===== src/rtl/wb_port_arbiter.sv =====
// Writeback-port arbiter: merges pipeline WB writes and buffered multi-cycle
// unit (mul/div) results onto a single register-file write port.
module wb_port_arbiter #(
  parameter int unsigned FIFO_DEPTH   = 2,
  parameter int unsigned STARVE_LIMIT = 4
) (
  input  logic        clock,
  input  logic        reset,
  input  logic        pipe_regwrite_in,
  input  logic [4:0]  pipe_rd_in,
  input  logic [31:0] pipe_data_in,
  input  logic        mdu_valid_in,
  input  logic [4:0]  mdu_rd_in,
  input  logic [31:0] mdu_data_in,
  output logic        mdu_ready_out,
  output logic        pipe_stall_out,
  output logic        rf_we_out,
  output logic [4:0]  rf_addr_out,
  output logic [31:0] rf_data_out,
  output logic [15:0] stall_count_out
);

  localparam int unsigned PW = (FIFO_DEPTH > 1) ? $clog2(FIFO_DEPTH) : 1;
  localparam int unsigned CW = $clog2(FIFO_DEPTH + 1);
  localparam logic [CW-1:0] DEPTH_C  = CW'(FIFO_DEPTH);
  localparam logic [PW-1:0] LAST_PTR = PW'(FIFO_DEPTH - 1);
  localparam logic [3:0]    LIMIT_C  = 4'(STARVE_LIMIT);

  logic [4:0]    mem_rd_q   [FIFO_DEPTH];
  logic [4:0]    mem_rd_d   [FIFO_DEPTH];
  logic [31:0]   mem_data_q [FIFO_DEPTH];
  logic [31:0]   mem_data_d [FIFO_DEPTH];
  logic [PW-1:0] wr_ptr_q, wr_ptr_d;
  logic [PW-1:0] rd_ptr_q, rd_ptr_d;
  logic [CW-1:0] count_q, count_d;
  logic [3:0]    starve_q, starve_d;
  logic          stall_q, stall_d;
  logic [15:0]   stall_cnt_q, stall_cnt_d;
  logic          rf_we_q, rf_we_d;
  logic [4:0]    rf_addr_q, rf_addr_d;
  logic [31:0]   rf_data_q, rf_data_d;

  logic fifo_nonempty;
  logic pipe_req;
  logic push;
  logic pop;

  assign fifo_nonempty   = (count_q != '0);
  assign mdu_ready_out   = (count_q < DEPTH_C);
  assign pipe_req        = pipe_regwrite_in && (pipe_rd_in != '0);
  // Results targeting x0 complete the handshake but never occupy a slot.
  assign push            = mdu_valid_in && mdu_ready_out && (mdu_rd_in != '0);
  assign pipe_stall_out  = stall_q;
  assign rf_we_out       = rf_we_q;
  assign rf_addr_out     = rf_addr_q;
  assign rf_data_out     = rf_data_q;
  assign stall_count_out = stall_cnt_q;

  // Grant selection: forced drain during stall, else pipeline, else FIFO head.
  always_comb begin
    pop       = 1'b0;
    rf_we_d   = 1'b0;
    rf_addr_d = '0;
    rf_data_d = '0;
    if (stall_q && fifo_nonempty) begin
      pop       = 1'b1;
      rf_we_d   = 1'b1;
      rf_addr_d = mem_rd_q[rd_ptr_q];
      rf_data_d = mem_data_q[rd_ptr_q];
    end else if (!stall_q && pipe_req) begin
      rf_we_d   = 1'b1;
      rf_addr_d = pipe_rd_in;
      rf_data_d = pipe_data_in;
    end else if (fifo_nonempty) begin
      pop       = 1'b1;
      rf_we_d   = 1'b1;
      rf_addr_d = mem_rd_q[rd_ptr_q];
      rf_data_d = mem_data_q[rd_ptr_q];
    end
  end

  // FIFO storage, pointers and occupancy; full blocks push even on a same-cycle pop.
  always_comb begin
    mem_rd_d   = mem_rd_q;
    mem_data_d = mem_data_q;
    wr_ptr_d   = wr_ptr_q;
    rd_ptr_d   = rd_ptr_q;
    if (push) begin
      mem_rd_d[wr_ptr_q]   = mdu_rd_in;
      mem_data_d[wr_ptr_q] = mdu_data_in;
      wr_ptr_d = (wr_ptr_q == LAST_PTR) ? '0 : wr_ptr_q + PW'(1);
    end
    if (pop) begin
      rd_ptr_d = (rd_ptr_q == LAST_PTR) ? '0 : rd_ptr_q + PW'(1);
    end
    count_d = count_q + CW'(push) - CW'(pop);
  end

  // Starvation tracking: the cycle the counter would reach the limit arms a
  // one-cycle stall and the counter restarts from zero.
  always_comb begin
    stall_d     = 1'b0;
    starve_d    = starve_q;
    stall_cnt_d = stall_cnt_q;
    if (!fifo_nonempty || pop) begin
      starve_d = '0;
    end else if ((starve_q + 4'd1) == LIMIT_C) begin
      stall_d  = 1'b1;
      starve_d = '0;
    end else begin
      starve_d = starve_q + 4'd1;
    end
    if (stall_q && (stall_cnt_q != 16'hFFFF)) begin
      stall_cnt_d = stall_cnt_q + 16'd1;
    end
  end

  // State register with synchronous reset.
  always_ff @(posedge clock) begin
    if (reset) begin
      mem_rd_q    <= '{default: '0};
      mem_data_q  <= '{default: '0};
      wr_ptr_q    <= '0;
      rd_ptr_q    <= '0;
      count_q     <= '0;
      starve_q    <= '0;
      stall_q     <= 1'b0;
      stall_cnt_q <= '0;
      rf_we_q     <= 1'b0;
      rf_addr_q   <= '0;
      rf_data_q   <= '0;
    end else begin
      mem_rd_q    <= mem_rd_d;
      mem_data_q  <= mem_data_d;
      wr_ptr_q    <= wr_ptr_d;
      rd_ptr_q    <= rd_ptr_d;
      count_q     <= count_d;
      starve_q    <= starve_d;
      stall_q     <= stall_d;
      stall_cnt_q <= stall_cnt_d;
      rf_we_q     <= rf_we_d;
      rf_addr_q   <= rf_addr_d;
      rf_data_q   <= rf_data_d;
    end
  end

endmodule


===== config.mk =====
export PLATFORM = sky130hd
export DESIGN_NAME = wb_port_arbiter
export DESIGN_NICKNAME = d
export VERILOG_FILES = /design/src/rtl/wb_port_arbiter.sv
export SDC_FILE = /design/constraint.sdc
export NUM_CORES = 1
export LEC_CHECK = 0
export ABC_CLOCK_PERIOD_IN_PS = 6340
export CAP_MARGIN = 20
export CORE_ASPECT_RATIO = 0.7
export CORE_MARGIN = 3
export CORE_UTILIZATION = 50
export CTS_BUF_LIST = sky130_fd_sc_hd__clkbuf_8 sky130_fd_sc_hd__clkbuf_16
export DETAILED_ROUTE_END_ITERATION = 7
export GPL_TIMING_DRIVEN = 0
export HOLD_SLACK_MARGIN = 0.08
export MAX_ROUTING_LAYER = met4
export PLACE_DENSITY = 0.91
export SETUP_SLACK_MARGIN = 0.15
export SLEW_MARGIN = 20
export SYNTH_ARGS = -nofsm -noshare
export SYNTH_HDL_FRONTEND = slang
export SYNTH_SLANG_ARGS = --single-unit

===== constraint.sdc =====
create_clock -name clock -period 6.34 [get_ports clock]
set_input_delay 0.951 -clock clock [delete_from_list [all_inputs] [get_ports clock]]
set_output_delay 0.951 -clock clock [all_outputs]
set_load 0.01 [all_outputs]

# Word level (Yosys, flattened, before mapping)
# Cells that the tools add are included.
# totals
reg_bits	137
inputBits	78
out_inout_bits	56
word_cells	68
# classes
n_addsub	6
n_lt_le_gt_ge	4
n_eq_ne	2
n_mux	26
bitwise	2
n_reduce_logical	15
# ops
cell	n
$mux 32	7
$bwmux 64	1
$mux 5	7
$demux 32 s1	1
$add 16x1->16 const B	1
$ne 16x16->1 const B	1
$bwmux 10	1
$reduce_bool 5->1	2
$mux 1	8
$logic_and 1x1->1	7
$demux 5 s1	1
$add 4x1->4 const B	1
$eq 4x3->1 const B	1
$ge 2x2->1 const B	2
$not 1->2	2
$reduce_or 3->1	1
$add 1x1->1 const B	2
$add 2x1->2	1
$logic_not 1->1	2
$lt 2x1->1 const B	1
$lt 2x2->1 const B	1
$reduce_bool 2->1	1
$reduce_or 2->1	1
$sub 2x1->2	1
$logic_or 1x1->1	1

# Depth between registers and ports, before layout
# Gate-level depths: netlist of run 1.
# depth
word_depth	7
depth_mapped	9
ltp_nobuf	9

# Least setup slack after synthesis of run 1
# No wires, ideal clock.
# synth_timing
kind	input to register
startpoint	input port pipe_rd_in[1]
endpoint	register count_q[1]
setup_ns	0.128
t_arrival_ns	2.743
required_time_ns	6.212
path_slack_ns	3.470
path_stages	9
path_buffers	0
cell_sequence	or4_1 -> o21ai_1 -> nor2b_1 -> ha_1 -> inv_1 -> ha_1 -> xnor2_1 -> xnor2_1 -> nor2_1
# synth_between
elab_chain_len	6
# synth_rtl
item	line_no	source
from (decl)	10	input logic [4:0] pipe_rd_in,
$reduce_bool 5->1	50	assign pipe_req = pipe_regwrite_in && (pipe_rd_in != '0);
$logic_and 1x1->1	50	
$logic_and 1x1->1	70	end else if (!stall_q && pipe_req) begin
$mux 1	70	
$mux 1	65	if (stall_q && fifo_nonempty) begin
net pop	46	logic pop;
$sub 2x1->2	96	count_d = count_q + CW'(push) - CW'(pop);
to (signal assigned)	137	count_q <= count_d;
to (decl)	35	logic [CW-1:0] count_q, count_d;
# The timed path passes the listed nets, and every way through them passes these cells.
# A chain may end at the register's enable or synchronous reset.

# Worst setup path in the final report of run 1
# Same ends and word-level chain as after synthesis.

==> metrics.md, run 1 <==
| Metric | Value |
|---|---|
| Vias | 4706 |
| RSZ-0062 raised after global routing | false |
| Final Setup Violations | 0 |
| Routed WL | 14600 um |
| FF-to-FF End | stall_count_out[0]$_SDFFE_PP0P_ |
| #FFs+latches synth | around 140 |
| Highest clock rate | 304 MHz |
| Max incr delay on CP | 540 ps |
| R2R Setup Slk | 3980 ps |
| Routed wire per std cell | 17.3 um |
| Nets | ~790 |
| Clock latency at the later pin of the worst-skew pair | about 420 ps |
| # fillers | 686 |
| DRT Pass-1 Iters | 5 |
| Hold Path Class | reg -> reg |
| Initial antenna violation count | 0 |
| CTS Hold Bufs | 0 |
| Main synth FF type | dfxtp_1 |
| Asr flop ratio synth | 0% |
| Internal power | 1.88 mW |
| Syn avg cell area | about 9.6 sq um |
| TNS Setup | 0 ps |
| Diode count | 0 |
| Vias in the first global route | 4681 |
| Post-CTS Setup Inserts | 0 |
| Worst Skew | 8.91 ps |
| Antenna-violating nets left | 0 |
| Slew Limit Fails | 0 |
| Flop pwr share | 38.7% |
| Post-synthesis cell type count | 42 |
| Synthesized area | 5320 sq um |
| CTS tree | yes |
| Worst hold path cell count | 2 |
| Number of synthesized flops with an enable pin | 0 |
| Syn_nets | ~630 |
| Switch share | 26.4% |
| Critical path cell sequence | clkdlybuf4s50_1 -> or4_1 -> o21ai_1 -> nor2b_1 -> ha_1 -> inv_1 -> ha_1 -> xnor2_1 -> xnor2_1 -> nor2_1 |
| Post-Layout Cell Count | 844 |
| Critical path buffer and inverter count | 2 |
| Combinational share of power | between 10% and 20% |
| Worst r2r src | stall_count_out[8]$_SDFFE_PP0P_ |
| Largest net degree at the start of global routing | 17 |
| Worst Path Class, Setup | in -> reg |
| Fin crit period | ~3300 ps |
| Placed cells | 812 |
| Via density per instance | 5.58 |
| CTS Buf Count | 17 |
| CP Data Arrival Time | 3580 ps |
| Power density over the cells | 342 nW/um^2 |
| Worst Path Max Fanout | 7 |
| Die area | between 10000 and 15000 sq um |
| Clock Sinks | 137 |
| Crit path max-delay cell type | or4_1 |
| Static leakage | 2.67 nW |
| Clock power share | about two fifths |
| Initial core utilization | 53.0% |
| Worst Setup SP | pipe_rd_in[1] |
| P_sw | 672 uW |
| CTS clk-pin slew, worst paths | 60 ps |
| Post-synthesis instance total | 551 |
| Slew of the pin with the lowest slew margin | 1090 ps |
| Final Wtd Congestion | 0.876 |
| Grt ovf | 0 |
| Total power | 2.55 mW |
| Period Utilization, post-route | 51.9% |
| Status | finished clean |
| WP depth | 10 |
| R2r worst-path depth | 4 |
| Clock Tree Buf Depth | 2 |
| Multi-input gate area | 2420 sq um |
| DIE WIDTH | about 130 um |
| Core area | 10000 sq um |
| Most frequent cells in the layout | dfxtp_1 (137), clkdlybuf4s50_1 (133), nand2_1 (83) |
| Crit path capture type | flop |
| DP Area | about 6800 sq um |
| Critical Path RT | 6630 ps |
| Synthesis warning total | 0 |
| Max VDD drop | 0.221 mV |
| Total track usage | ~25% |
| First-pass GRT wire length | between 20000 and 25000 um |
| Io pins | 134 |
| Hpwl dp | around 10000 um |
| FP Rows | 30 |
| Number of gates resized after CTS | 0 |
| Register area share after synthesis | 51.6% |
| Endpoint of the worst hold path | mem_data_q[8]$_SDFFE_PP0P_ |
| Commonest non-fill, non-tap cell in the layout | dfxtp_1 |
| Initial DRC count | 337 |
| Post-Layout Inst Area | 7460 sq um |
| Drt drc | 0 |
| H-tree depth | 4 |
| Ratio of cells with drive above 1 in the final layout | under 10% |
| Min-delay src | mem_data_q[8]$_SDFFE_PP0P_ |
| Crit start category | input port |
| Register area | 2740 sq um |
| Area Overhead vs Synth | 40.2% |
| Final Hold Vio Count | 0 |
| Slew margin rel. | between 20% and 30% |
| Die H | 92.3 um |
| Max-cap violations | 0 |
| IO Port Bufs | 133 |
| Kind of cell adding the most delay to the critical path | simple AND/OR/NAND/NOR gates |
| Clk root buf | clkbuf_16 |
## per-layer routing
layer | up-vias | GRT usage [%] | routed length [um]
met3 | 26 | 6.29 | 1070
met1 | 2224 | 32.7 | 6520
li1 | 2247 | - | -
met4 | 0 | 7.43 | 204
met5 | - | - | 0
met2 | 209 | 40.1 | 6810
## power groups by stage
stage | combinational (mW) | clock (mW) | sequential [mW]
finish | 0.496 | 1.07 | 0.987
global route | 0.538 | 1.11 | 0.996
CTS | 0.494 | 1.07 | 0.987
detailed placement | 0.488 | 0 | 1.00
global placement | 0.474 | 0 | 0.997
floorplan | 0.305 | 0 | 1.00
## synth_stat cells (all sizes together), types with 2 or more instances
cell	instances	share of area, %
nand4	5	0.71
or3	3	0.38
o2bb2ai	36	5.9
nor2	55	3.9
buf	6	0.54
nand2	83	5.9
xnor2	4	0.66
dfxtp	137	52
nor3	5	0.47
mux2i	75	14
o41ai	2	0.33
nand3	6	0.56
inv	7	0.49
nor2b	10	1.2
nor3b	2	0.28
or4	7	1.0
clkbuf	27	1.9
mux2	5	1.1
ha	4	0.94
o21ai	5	0.47
o31ai	4	0.56
nor4	5	0.59
a211oi	3	0.52
o311ai	2	0.33
a21oi	44	4.1
## layout make-up
class	instances	area share, %
multi-input cells	374	32.4
clock buffers	21	6.44
inverters	7	0.352
flip-flops and latches	137	36.8
clock inverters	11	2.25
repair buffers	133	17.9
plain buffers	33	1.76
well taps	128	2.15
## flip-flops by register name (all words and copies together), names as in the netlist, 2 cells and up
name,cells
mem_data_q,64
rf_data_out,32
stall_count_out,16
mem_rd_q,10
rf_addr_out,5
starve_q,4
count_q,2
## worst max path at each step
stage / endpoint
after global routing: count_q[1]$_SDFF_PP0_
after floorplan: count_q[1]$_SDFF_PP0_
final: count_q[1]$_SDFF_PP0_
after global placement: count_q[1]$_SDFF_PP0_
after CTS: count_q[1]$_SDFF_PP0_
after detailed placement: count_q[1]$_SDFF_PP0_
## per-stage QoR
stage / util [%] / setup slack (ps) / hold slack [ps]
after floorplan: - / 3470 / 418
after global placement: 67.9 / 2720 / 431
after detailed placement: 67.9 / 2650 / 447
after CTS: 74.4 / 3070 / 456
after global routing: 74.4 / 2900 / 478
final: 74.4 / 3050 / 453
## worst reg2reg max path: cells and delay by family, from the launching register on
kind	cells	cell delay, ps
flip-flops	1	440
AND/OR/NAND/NOR	3	1480
multiplexers	1	320
## cell families (layout without fill, tap and decap cells)
logic type	after synthesis	after routing	share of synthesized area, %
compound gates	99	99	12.8
xor+xnor	5	5	0.824
fa+ha+maj	4	4	0.941
buf+inv	40	205	2.97
flops	137	137	51.6
mux	80	80	15.2
simple gates	186	186	15.7
No activity file was read; power rests on OpenSTA's default activity.
==> run 2: changes to the inputs <==
Settings changed: ABC_CLOCK_PERIOD_IN_PS 6340 to 3400, CORE_UTILIZATION 50 to 49, PLACE_DENSITY 0.91 to 0.9.
Clock period 6.34 ns to 3.4 ns, I/O delays scaled along.
==> run 2 against run 1 <==
Worst hold slack worse by 1.8 ps. Clock power up 66%. Combinational power up 88%. Highest routed layer unchanged. Utilization down 3.9 points.
==> metrics.md, run 2 (same netlist as run 1, synthesis figures left out) <==
| Metric | Value |
|---|---|
| Status | finished clean |
| CTS clk-pin slew, worst paths | 60 ps (about the same) |
| Hpwl dp | 10600 um (+2.7%) |
| Routed WL | 15000 um (+2.7%) |
| Grt ovf | 0 (unchanged) |
| Crit path capture type | flop |
| # fillers | 754 (+9.9%) |
| CP Data Arrival Time | 3120 ps (-460 ps) |
| Diode count | 0 (unchanged) |
| Total power | 4.55 mW (+79%) |
| Largest net degree at the start of global routing | 17 (unchanged) |
| P_sw | 1.24 mW (+84%) |
| Final hold slack | 451 ps (-1.80 ps) |
| Critical path cell sequence | clkdlybuf4s50_1 -> or4_1 -> o21ai_1 -> nor2b_1 -> ha_1 -> inv_1 -> ha_1 -> xnor2_1 -> xnor2_1 -> nor2_1 |
| DIE WIDTH | 130 um (+0.97%) |
| Area Overhead vs Synth | 38.9% |
| Antenna-violating nets left | 0 (unchanged) |
| Crit start category | input port |
| CTS Hold Bufs | 0 (unchanged) |
| IO Port Bufs | 133 (unchanged) |
| Number of gates resized after CTS | 0 (unchanged) |
| Core area | 10500 sq um (+4.5%) |
| Max incr delay on CP | 530 ps (about the same) |
| DP Area | 6810 sq um (about the same) |
| Post-CTS Setup Inserts | 0 (unchanged) |
| Highest clock rate | 352 MHz |
| Io pins | 134 (unchanged) |
| Clock power share | 39.0% (-2.8 points) |
| Internal power | 3.32 mW (+77%) |
| Routed wire per std cell | 17.7 um (+2.4%) |
| Die area | 12200 sq um (+1.9%) |
| Initial DRC count | 352 (+4.5%) |
| Crit path max-delay cell type | or4_1 |
| Initial core utilization | 50.8% (-2.3 points) |
| Nets | 785 (unchanged) |
| Power density over the cells | 616 nW/um^2 (+80%) |
| Clock latency at the later pin of the worst-skew pair | 410 ps (about the same) |
| Flop pwr share | 40.5% (+1.8 points) |
| Clock Tree Buf Depth | 2 (unchanged) |
| Worst Skew | 7.54 ps (-1.37 ps) |
| H-tree depth | 4 (unchanged) |
| Vias in the first global route | 4786 (+2.2%) |
| Final Setup Violations | 0 (unchanged) |
| Worst Path Max Fanout | 7 (unchanged) |
| Max-cap violations | 0 (unchanged) |
| Slew Limit Fails | 0 (unchanged) |
| FP Rows | 31 (+3.3%) |
| Final Wtd Congestion | 0.993 (+13%) |
| Most frequent cells in the layout | dfxtp_1 (137), clkdlybuf4s50_1 (133), nand2_1 (83) |
| Max VDD drop | 0.425 mV (+92%) |
| Slew margin rel. | 26.9% (+0.10 points) |
| Initial antenna violation count | 0 (unchanged) |
| CTS Buf Count | 17 (unchanged) |
| Biggest register | mem_data_q |
| Switch share | 27.1% (+0.79 points) |
| Hold Path Class | reg -> reg |
| Period Utilization, post-route | a little over four fifths |
| Drt drc | 0 (unchanged) |
| Critical Path RT | 3670 ps (-2960 ps) |
| RSZ-0062 raised after global routing | false |
| Worst Path Class, Setup | in -> reg |
| Post-Layout Inst Area | 7380 sq um (-0.96%) |
| Ratio of cells with drive above 1 in the final layout | 6.29% (-0.27 points) |
| First-pass GRT wire length | 23500 um (+1.0%) |
| Slew of the pin with the lowest slew margin | 1090 ps (-1.53 ps) |
| Total track usage | 25.6% (+0.13 points) |
| CTS tree | yes |
| Final Hold Vio Count | 0 (unchanged) |
| Static leakage | 2.64 nW (-1.0%) |
| Commonest non-fill, non-tap cell in the layout | dfxtp_1 |
| Fin crit period | 2840 ps |
| Via density per instance | 5.55 (-0.48%) |
| Clock Sinks | 137 (unchanged) |
| TNS Setup | 0 ps (unchanged) |
| Clk root buf | clkbuf_16 |
| Combinational share of power | 20.5% (+1.0 points) |
| Max reg flops | 64 (unchanged) |
| Vias | 4700 (-0.13%) |
| Die H | 93.2 um (+0.95%) |
| DRT Pass-1 Iters | 5 (unchanged) |
| Utilization after layout | 70.5% (-3.9 points) |
run 2: metal layers:
metal | track usage [%] | vias up | share of wire (%)
met1 | 31.8 | 2224 | 45
met3 | 6.16 | 30 | 6.5
met2 | 40.2 | 204 | 47
li1 | - | 2242 | -
met5 | - | - | 0
met4 | 10.6 | 0 | 2.1
run 2: worst max-delay path: cells and delay by family:
| kind | cells | cell delay, ps |
|---|---|---|
| and+or+nand+nor | 3 | 940 |
| buffers and inverters | 2 | 530 |
| adders and majority gates | 2 | 440 |
| AOI/OAI and AO/OA | 1 | 420 |
| xor gates and xnor gates | 2 | 280 |
run 2: final timing paths:
kind	to	start	slack [ps]	cells after the start
worst max-delay path	count_q[1]$_SDFF_PP0_	pipe_rd_in[2]	560	10
worst min register to register	starve_q[0]$_SDFF_PP0_	starve_q[0]$_SDFF_PP0_	450	1
worst min-delay path	starve_q[0]$_SDFF_PP0_	starve_q[0]$_SDFF_PP0_	450	1
worst max register to register	stall_count_out[0]$_SDFFE_PP0P_	stall_count_out[8]$_SDFFE_PP0P_	1020	4
run 2: area by class of cell:
type / instances / area [sq um] / area share, %
Clock buffer: 20 / 467 / 6.32
Tap cell: 132 / 165 / 2.24
Sequential cell: 137 / 2740 / 37.1
Timing Repair Buffer: 133 / 1330 / 18.0
Multi-Input combinational cell: 374 / 2420 / 32.7
Buffer: 33 / 131 / 1.78
Inverter: 7 / 26.3 / 0.356
Clock inverter: 11 / 105 / 1.42
run 2: per-stage QoR:
stage / instances / setup WS (ps)
after detailed placement: 816 / 234
after floorplan: 551 / 971
after global placement: 816 / 279
after CTS: 847 / 622
after global routing: 847 / 509
final: 847 / 557
run 2: power by group through the flow:
stage / logic [mW] / registers, mW / clock network [mW]
global route: 1.00 / 1.85 / 1.85
global placement: 0.880 / 1.86 / 0
detailed placement: 0.915 / 1.87 / 0
finish: 0.932 / 1.84 / 1.78
floorplan: 0.569 / 1.87 / 0
CTS: 0.929 / 1.84 / 1.78
==> run 3: changes to the inputs <==
Settings changed: ABC_CLOCK_PERIOD_IN_PS 3400 to 2700.
Clock period 3.4 ns to 2.7 ns, I/O delays scaled along.
==> run 3 against run 2 <==
Power grew 26%. Via count is 0.13% lower. Sequential power grew 26%. Utilization up 0.13 points. Setup slack lost 350 ps. Die area is the same. Largest cell class unchanged. Largest power group unchanged. First-iteration DRC count shrank 17%.
==> metrics.md, run 3 (same netlist as run 1, synthesis figures left out) <==
| Metric | Value |
|---|---|
| Post-CTS Setup Inserts | 0 (unchanged) |
| Biggest register | mem_data_q |
| Grt ovf | 0 (unchanged) |
| Slew margin rel. | 27.8% (+0.81 points) |
| Power density over the cells | 776 nW/um^2 (+26%) |
| Max VDD drop | 0.535 mV (+26%) |
| Final Setup Violations | 0 (unchanged) |
| Min-delay src | starve_q[0]$_SDFF_PP0_ |
| Static leakage | 2.65 nW (+0.12%) |
| Initial core utilization | 50.8% (unchanged) |
| CTS clk-pin slew, worst paths | 60 ps (about the same) |
| R2r worst-path depth | 4 (unchanged) |
| Diode count | 0 (unchanged) |
| Worst Skew | 7.42 ps (-0.121 ps) |
| PnR worst setup slack | 203 ps (-353 ps) |
| Commonest non-fill, non-tap cell in the layout | dfxtp_1 |
| CTS tree | yes |
| RSZ-0062 raised after global routing | false |
| Hpwl dp | 10600 um (unchanged) |
| Max-cap violations | 0 (unchanged) |
| Clock latency at the later pin of the worst-skew pair | 410 ps (about the same) |
| Worst r2r src | stall_count_out[8]$_SDFFE_PP0P_ |
| FF-to-FF End | stall_count_out[0]$_SDFFE_PP0P_ |
| Io pins | 134 (unchanged) |
| Routed WL | 15100 um (+0.53%) |
| Highest clock rate | 401 MHz |
| Initial antenna violation count | 0 (unchanged) |
| Slew of the pin with the lowest slew margin | 1070 ps (-12.0 ps) |
| R2R Setup Slk | 320 ps (-700 ps) |
| Via density per instance | 5.54 (-0.13%) |
| Final Wtd Congestion | 0.993 (unchanged) |
| Status | finished clean |
| Drt drc | 0 (unchanged) |
| Worst Path Class, Setup | in -> reg |
| Clk root buf | clkbuf_16 |
| Clock Tree Buf Depth | 2 (unchanged) |
| Crit path capture type | flop |
| Antenna-violating nets left | 0 (unchanged) |
| Utilization after layout | 70.6% (+0.13 points) |
| Die H | 93.2 um (unchanged) |
| First-pass GRT wire length | 23500 um (about the same) |
| Place WS | -361 ps (-595 ps) |
| Nets | 785 (unchanged) |
| Fin crit period | roughly 2500 ps |
| Routed wire per std cell | 17.8 um (+0.53%) |
| Core area | 10500 sq um (unchanged) |
| IO Port Bufs | 133 (unchanged) |
| Worst Path Max Fanout | 7 (unchanged) |
| Total track usage | 25.6% (-0.037 points) |
| FP Rows | 31 (unchanged) |
| DRT Pass-1 Iters | 5 (unchanged) |
| DIE WIDTH | 130 um (unchanged) |
| Hold Path Class | reg -> reg |
| Most frequent cells in the layout | dfxtp_1 (137), clkdlybuf4s50_1 (133), nand2_1 (83) |
| Final Hold Vio Count | 0 (unchanged) |
| Slew Limit Fails | 0 (unchanged) |
| Die area | 12200 sq um (unchanged) |
| Largest net degree at the start of global routing | 17 (unchanged) |
| Critical Path RT | 2980 ps (-690 ps) |
| Initial DRC count | 293 (-17%) |
| Worst hold path cell count | 1 (unchanged) |
| Vias in the first global route | 4787 (+0.021%) |
| Clock Sinks | 137 (unchanged) |
| H-tree depth | 4 (unchanged) |
| Crit start category | input port |
| Area Overhead vs Synth | 39.2% |
| Vias | 4694 (-0.13%) |
| CP Data Arrival Time | 2770 ps (-350 ps) |
| Ratio of cells with drive above 1 in the final layout | 6.57% (+0.28 points) |
| Period Utilization, post-route | 92.5% |
| CTS Buf Count | 17 (unchanged) |
| Max reg flops | 64 (unchanged) |
| Endpoint of the worst hold path | starve_q[0]$_SDFF_PP0_ |
run 3: area by class of cell:
| cell class | instances | area [sq um] |
|---|---|---|
| fill | 752 | 3070 |
| sequential | 137 | 2740 |
| multi-input combinational | 374 | 2430 |
| timing repair buffer | 133 | 1330 |
| clock buffer | 20 | 467 |
| tap | 132 | 165 |
| buffer | 33 | 131 |
| clock inverter | 11 | 105 |
| inverter | 7 | 26.3 |
run 3: worst max-delay path, cell delays in order:
cell and delay, ps:
clkdlybuf4s50_1 480, or4_1 580, o21ai_4 240, nor2b_2 260, ha_1 260, inv_1 60
ha_1 150, xnor2_1 140, xnor2_1 140, nor2_1 60
run 3: power breakdown:
group / internal (mW) / total [mW] / switching (mW)
combinational: 0.547 / 1.18 / 0.633
sequential: 2.22 / 2.32 / 0.0981
clock: 1.41 / 2.24 / 0.831
total: 4.18 / 5.74 / 1.56
run 3: repair_timing:
item	4_1_cts	5_1_grt
hold endpoints to repair	0	0
pin swaps	0	0
resized for setup	1	2
setup endpoints to repair	1	1
hold buffers	0	0
run 3: worst max-delay path by stage:
| stage | slack, ps | endpoint | cells after the start | start |
|---|---|---|---|---|
| 6_report | 200 | count_q[1]$_SDFF_PP0_ | 10 | pipe_rd_in[2] |
| 4_1_cts | 150 | count_q[1]$_SDFF_PP0_ | 10 | pipe_rd_in[2] |
| 2_1_floorplan | 380 | count_q[1]$_SDFF_PP0_ | 9 | pipe_rd_in[1] |
| 3_5_place_dp | -360 | count_q[1]$_SDFF_PP0_ | 10 | pipe_rd_in[2] |
| 5_1_grt | 160 | count_q[1]$_SDFF_PP0_ | 10 | pipe_rd_in[2] |
| 3_3_place_gp | -320 | count_q[1]$_SDFF_PP0_ | 10 | pipe_rd_in[2] |
run 3: per-stage QoR:
stage | instances | cell area (sq um) | hold WS (ps) | power, mW | setup TNS (ps)
finish | 847 | 7400 | 453 | 5.74 | 0
global route | 847 | 7400 | 463 | 5.94 | 0
CTS | 847 | 7390 | 452 | 5.73 | 0
detailed placement | 816 | 6810 | 444 | 3.51 | -2330
global placement | 816 | 6810 | 431 | 3.45 | -880
floorplan | 551 | 5320 | 418 | 3.07 | 0
run 3: metal layers:
| layer | up-vias | track usage (%) | part of all wire [%] |
|---|---|---|---|
| met4 | 0 | 10.4 | 1.9 |
| met1 | 2231 | 31.6 | 45 |
| met3 | 28 | 6.11 | 5.9 |
| met2 | 191 | 40.4 | 47 |
| li1 | 2244 | - | - |
| met5 | - | - | 0 |
==> RTL edit 1 (settings of run 2) <==
`rf_addr_q` and `rf_data_q` no longer have a reset.
--- a/src/rtl/wb_port_arbiter.sv
+++ b/src/rtl/wb_port_arbiter.sv
@@ -127,8 +127,6 @@
       stall_q     <= 1'b0;
       stall_cnt_q <= '0;
       rf_we_q     <= 1'b0;
-      rf_addr_q   <= '0;
-      rf_data_q   <= '0;
     end else begin
       mem_rd_q    <= mem_rd_d;
       mem_data_q  <= mem_data_d;
@@ -139,9 +137,12 @@
       stall_q     <= stall_d;
       stall_cnt_q <= stall_cnt_d;
       rf_we_q     <= rf_we_d;
-      rf_addr_q   <= rf_addr_d;
-      rf_data_q   <= rf_data_d;
     end
+  end
+
+  always_ff @(posedge clock) begin
+    rf_addr_q <= rf_addr_d;
+    rf_data_q <= rf_data_d;
   end
 
 endmodule
Formal check against the unedited RTL: not equivalent (a bounded check fails within 4 cycles, from zero or initial values and one cycle with reset high).
==> RTL edit 1 against run 2 <==
Sequential cell count did not move. Total power increased by 7.4%. Routed wire length up 6.0%. Maximum frequency grew 6.5%. Area after synthesis increased by 5.0%. Global-route usage increased by 0.62 points. Final cell count up 7.0%. Register-to-register slack worse by 100 ps. Cell area is 4.7% higher. Worst setup slack gained 170 ps. Die area is 4.7% higher. Critical path type unchanged.
==> RTL edit 1: results (changes against run 2) <==
- leading post-synthesis cells by cell area: dfxtp_1 49%, mux2i_1 13%, nand2_1 8.3%
- wire length of the first global-routing pass: 25,100 um, +6.9%
- worst hold path type: register to register
- Initial DRT Pass Iterations: 5, unchanged
- result of the run: completed
- placed wire-length estimate: 11,100 um, +4.8%
- fraction of synthesized cell area in xor and xnor cells: 0.628%, -0.20 points
- Reg with most FFs: mem_data_q
- Post-synth ARST share: 0%, unchanged
- portion of the post-synthesis area used by sequential elements: 49.1%, -2.5 points
- number of cells traversed by the worst register-to-register path: 11, +7
- Worst-Skew Late Latency: 420 ps
- worst clock skew: 10.2 ps, +2.66 ps
- largest vdd supply drop: 444 uV, +4.6%
- number of global-route vias before repair: 5,013, +4.7%
- number of design-rule violations left by the first detailed-router iteration: 374, +6.3%
- start point of the critical path: pipe_regwrite_in
- capture point of the worst reg-to-reg path: count_q[1]
- worst hold path startpoint: mem_rd_q[4]
- adder-cell share of the synthesized area: 0.897%, -0.045 points
- number of cells after detailed placement: 874, +7.1%
- number of vias in the routed layout: 4,894, +4.1%
- post-placement cell area: 7090 sq um, +4.0%
- max_slew headroom: 44.8%, +18 points
- final weighted congestion in routability-driven placement: 0.932, -6.2%
- slack of the worst reg-to-reg path: 920 ps, -100 ps
- Worst EP arrival: 2960 ps, -160 ps
- Routed WL: 15,900 um, +6.0%
- maxcap violations: 0, unchanged
- post-CTS sizing: 0, unchanged
- worst hold stages: 2, +1
- complex-gate fraction of the synthesized area: 12.5%, -0.32 points
- fraction of final layout cells sized beyond drive strength 1: 12.3%, +6.0 points
- top post-synthesis cells by count: 137 x dfxtp_1, 123 x nand2_1, 75 x mux2i_1
- Hold Path Sink: mem_rd_q[4]
- clock transition at the register clock pins on the worst setup and hold paths after CTS: 60 ps, about the same
- worst-case clock buffer depth: 2, unchanged
- most used flip-flop cell after synthesis: dfxtp_1
- Leak Pwr: 2.88 nW, +8.8%
- mux share of post-synthesis cell area: 14.5%, -0.72 points
- final routed wire length divided by cell count: 17.6 um, -0.88%
- launch instance of the worst register-to-register path: pipe_stall_out
- global-route usage over all layers: 26.2%, +0.62 points
- count of inserted antenna diode cells: 0, unchanged
- average cell area after synthesis: 9.40 sq um, -2.6%
- H-tree depth: 4, unchanged
- count of buffers from port buffering: 132, -0.75%
- largest net degree at the start of global routing: 17, unchanged
- post-CTS setup repair buffer count: 0, unchanged
- number of distinct standard cells referenced by the synthesized netlist: 51, +21%
- largest fanout of any net on the critical path: 10, +3
- post-synth net total: 676, +6.8%
- worst slack after detailed placement: 448 ps, +213 ps
- nets@finish: 827, +5.4%
- maximum clock frequency: 0.375 GHz, +6.5%
## RTL edit 1: cell count changes after synthesis, moves of 3 or more
cell / delta
buf_4: +4
buf_2: +3
o21ai_0: +36
a21oi_1: -29
nand2_1: +40
a21oi_2: +30
buf_6: +6
o2bb2ai_1: -36
clkbuf_1: -8
or4_1: -4
## RTL edit 1: layout make-up
class	count	area, sq um
timing repair buffer	132	1320
tap	148	185
clock buffer	20	467
sequential	137	2740
fill	802	2980
clock inverter	12	174
buffer	37	209
multi-input combinational	413	2600
inverter	7	26.3
## RTL edit 1: cells by family after synthesis
group                    Yosys count
buffers and inverters             44
XOR/XNOR                           4
AO/OA/AOI/OAI                    103
adder cells (fa/ha/maj)            4
AND/OR/NAND/NOR                  222
flip-flops                       137
multiplexers                      80
## RTL edit 1: layer usage
layer	up-vias	share of wire, %	GRT usage [%]
li1	2330	-	-
met5	-	0	-
met1	2317	43	31.0
met4	0	2.1	9.59
met2	210	47	42.8
met3	37	7.2	8.12
## RTL edit 1: worst max path at each step
stage,to,depth (start not counted)
floorplan,count_q[1],11
global placement,count_q[1],12
detailed placement,count_q[1],12
CTS,count_q[1],12
global route,count_q[1],12
finish,count_q[1],12
## RTL edit 1: stage by stage
step	util (%)	power (mW)	hold WS, ps
2_1_floorplan	-	2.53	428
3_3_place_gp	66.2	2.88	439
3_5_place_dp	66.2	2.93	457
4_1_cts	72.2	4.90	465
5_1_grt	72.2	5.08	490
6_report	72.2	4.89	467
## RTL edit 1: where the power goes
group / switching, mW / leakage, nW / internal (mW) / total (mW)
Clock: 0.690 / 0.315 / 1.28 / 1.97
Sequential: 0.0885 / 1.12 / 1.78 / 1.87
Combinational: 0.556 / 1.44 / 0.494 / 1.05
Total: 1.33 / 2.88 / 3.55 / 4.89
## RTL edit 1: worst max-delay path: stages
cell and delay [ps]:
clkdlybuf4s50_1 440, nor2b_1 450, o21ai_2 140, o21ai_1 140, buf_2 280, inv_1 110, ha_1 290, inv_1 40
ha_1 180, xnor2_1 190, xnor2_1 140, nor2_1 50
==> RTL edit 2 (flow settings as in run 2) <==
Made on the original files. The parameter `FIFO_DEPTH` goes from 2 to 1.
--- a/src/rtl/wb_port_arbiter.sv
+++ b/src/rtl/wb_port_arbiter.sv
@@ -1,7 +1,7 @@
 // Writeback-port arbiter: merges pipeline WB writes and buffered multi-cycle
 // unit (mul/div) results onto a single register-file write port.
 module wb_port_arbiter #(
-  parameter int unsigned FIFO_DEPTH   = 2,
+  parameter int unsigned FIFO_DEPTH   = 1,
   parameter int unsigned STARVE_LIMIT = 4
 ) (
   input  logic        clock,
Behaviour: not the same (a bounded check fails within 4 cycles, from zero or initial values and one cycle with reset high).
==> RTL edit 2 against run 2 <==
Via count fell by 20%. Sequential cell count shrank 40. Register-to-register slack gained 340 ps. Routed wire length shrank 25%. Critical path type is now register to output port. Worst setup slack better by 140 ps. Area after synthesis down 30%. Critical endpoint is now mdu_ready_out. First-iteration DRC count decreased by 45%. Maximum frequency rose by 5.3%. Cell area is 27% lower. Total power shrank 50%. Highest routed layer unchanged.
==> RTL edit 2: results (changes against run 2) <==
- clock transition at the register clock pins on the worst setup and hold paths after CTS: 90 ps, +30 ps
- final routed wire length divided by cell count: 16.3 um, -7.9%
- largest net degree at the start of global routing: 17, unchanged
- Worst-Skew Late Latency: 360 ps, -50 ps
- detailed-route vias per instance: 5.47, -1.4%
- final weighted congestion in routability-driven placement: 0.832, -16%
- number of distinct standard cells referenced by the synthesized netlist: 44, +4.8%
- number of design-rule violations left by the first detailed-router iteration: 194, -45%
- nets@finish: 670, -15%
- largest vdd supply drop: 256 uV, -40%
- worst clock skew: 8.71 ps, +1.16 ps
- cell at the root of the clock tree: clkbuf_8
- global-route usage over all layers: 26.7%, +1.1 points
- portion of the post-synthesis area used by sequential elements: 52.2%, +0.65 points
- Worst Max-Slew Pin Slew: 641 ps, -445 ps
- Leak Pwr: 1.95 nW, -26%
- top post-synthesis cells by count: 113 x nand2_1, 97 x dfxtp_1, 81 x a21oi_1
- synthesized instance count: 446, -19%
- number of fill cells: 537, -29%
- placed wire-length estimate: 8470 um, -20%
- initial antenna violation count: 0, unchanged
- fraction of final layout cells sized beyond drive strength 1: 5.88%, -0.41 points
- post-placement cell area: 5170 sq um, -24%
- number of global-route vias before repair: 3,621, -24%
- H-tree depth: 3, -1
- wire length of the first global-routing pass: 17,600 um, -25%
- post-route insts no fill: 689, -19%
- largest fanout of any net on the critical path: 10, +3
- Worst EP arrival: 2190 ps, -930 ps
- result of the run: completed
- leading post-synthesis cells by cell area: dfxtp_1 52%, nand2_1 11%, a21oi_1 11%
- post-synth net total: 526, -17%
- CTS buffer count: 9, -8
RTL edit 2: cell types whose count changed in the layout (fill, tap and decap cells not counted), moves of 5 or more:
cell,before,now
o2bb2ai_1,36,0
nand2_1,83,113
mux2i_1,75,1
nor2_1,55,13
a21oi_1,44,81
nand3_1,6,42
clkbuf_1,26,18
clkbuf_16,17,0
dfxtp_1,137,97
clkbuf_8,3,9
nor2b_1,10,5
RTL edit 2: final cells by class:
type,count,area [sq um],area share (%)
Buffer,28,138,2.57
Inverter,5,18.8,0.350
Sequential cell,97,1940,36.2
Multi-Input combinational cell,316,1620,30.2
Clock buffer,9,124,2.31
Tap cell,94,118,2.19
Clock inverter,7,70.1,1.31
Timing Repair Buffer,133,1330,24.8
RTL edit 2: per-stage QoR:
stage               hold WS (ps)  worst slack (ps)
finish                       460               701
global route                 481               508
CTS                          462               723
detailed placement           449               792
global placement             438               841
floorplan                    427              1640
RTL edit 2: path summary, 6_finish.rpt:
path | startpoint | end | slack [ps] | cells after the start
max | count_q | mdu_ready_out | 700 | 4
min | mem_data_q[27] | mem_data_q[27] | 460 | 2
max reg2reg | stall_count_out[0] | stall_count_out[14] | 1360 | 5
min reg2reg | mem_data_q[27] | mem_data_q[27] | 460 | 2
RTL edit 2: cell families (layout without fill, tap and decap cells):
kind of cell | after synthesis | count (layout) | synth area share (%)
AO/OA/AOI/OAI | 105 | 105 | 15.4
XOR/XNOR | 1 | 1 | 0.236
adder cells (fa/ha/maj) | 2 | 2 | 0.673
buffers and inverters | 33 | 182 | 4.21
flip-flops | 97 | 97 | 52.2
multiplexers | 3 | 3 | 0.875
AND/OR/NAND/NOR | 205 | 205 | 26.4
RTL edit 2: worst max-delay path, cell delays in order (launching register included):
cell and delay (ps):
dfxtp_1 390, clkbuf_1 410, buf_1 420, inv_1 110, clkdlybuf4s50_1 500
RTL edit 2: per-layer routing:
layer | GRT usage (%) | up-vias | share of wire [%]
met5 | - | - | 0
met4 | 5.29 | 0 | 0.81
met3 | 8.12 | 14 | 8.0
met2 | 43.0 | 159 | 47
met1 | 33.7 | 1770 | 44
li1 | - | 1828 | -
RTL edit 2: report_power, final:
part	total [mW]	switching [mW]	internal, mW
clock	0.744	0.404	0.340
combinational	0.311	0.149	0.162
sequential	1.21	0.0218	1.19
total	2.26	0.574	1.69
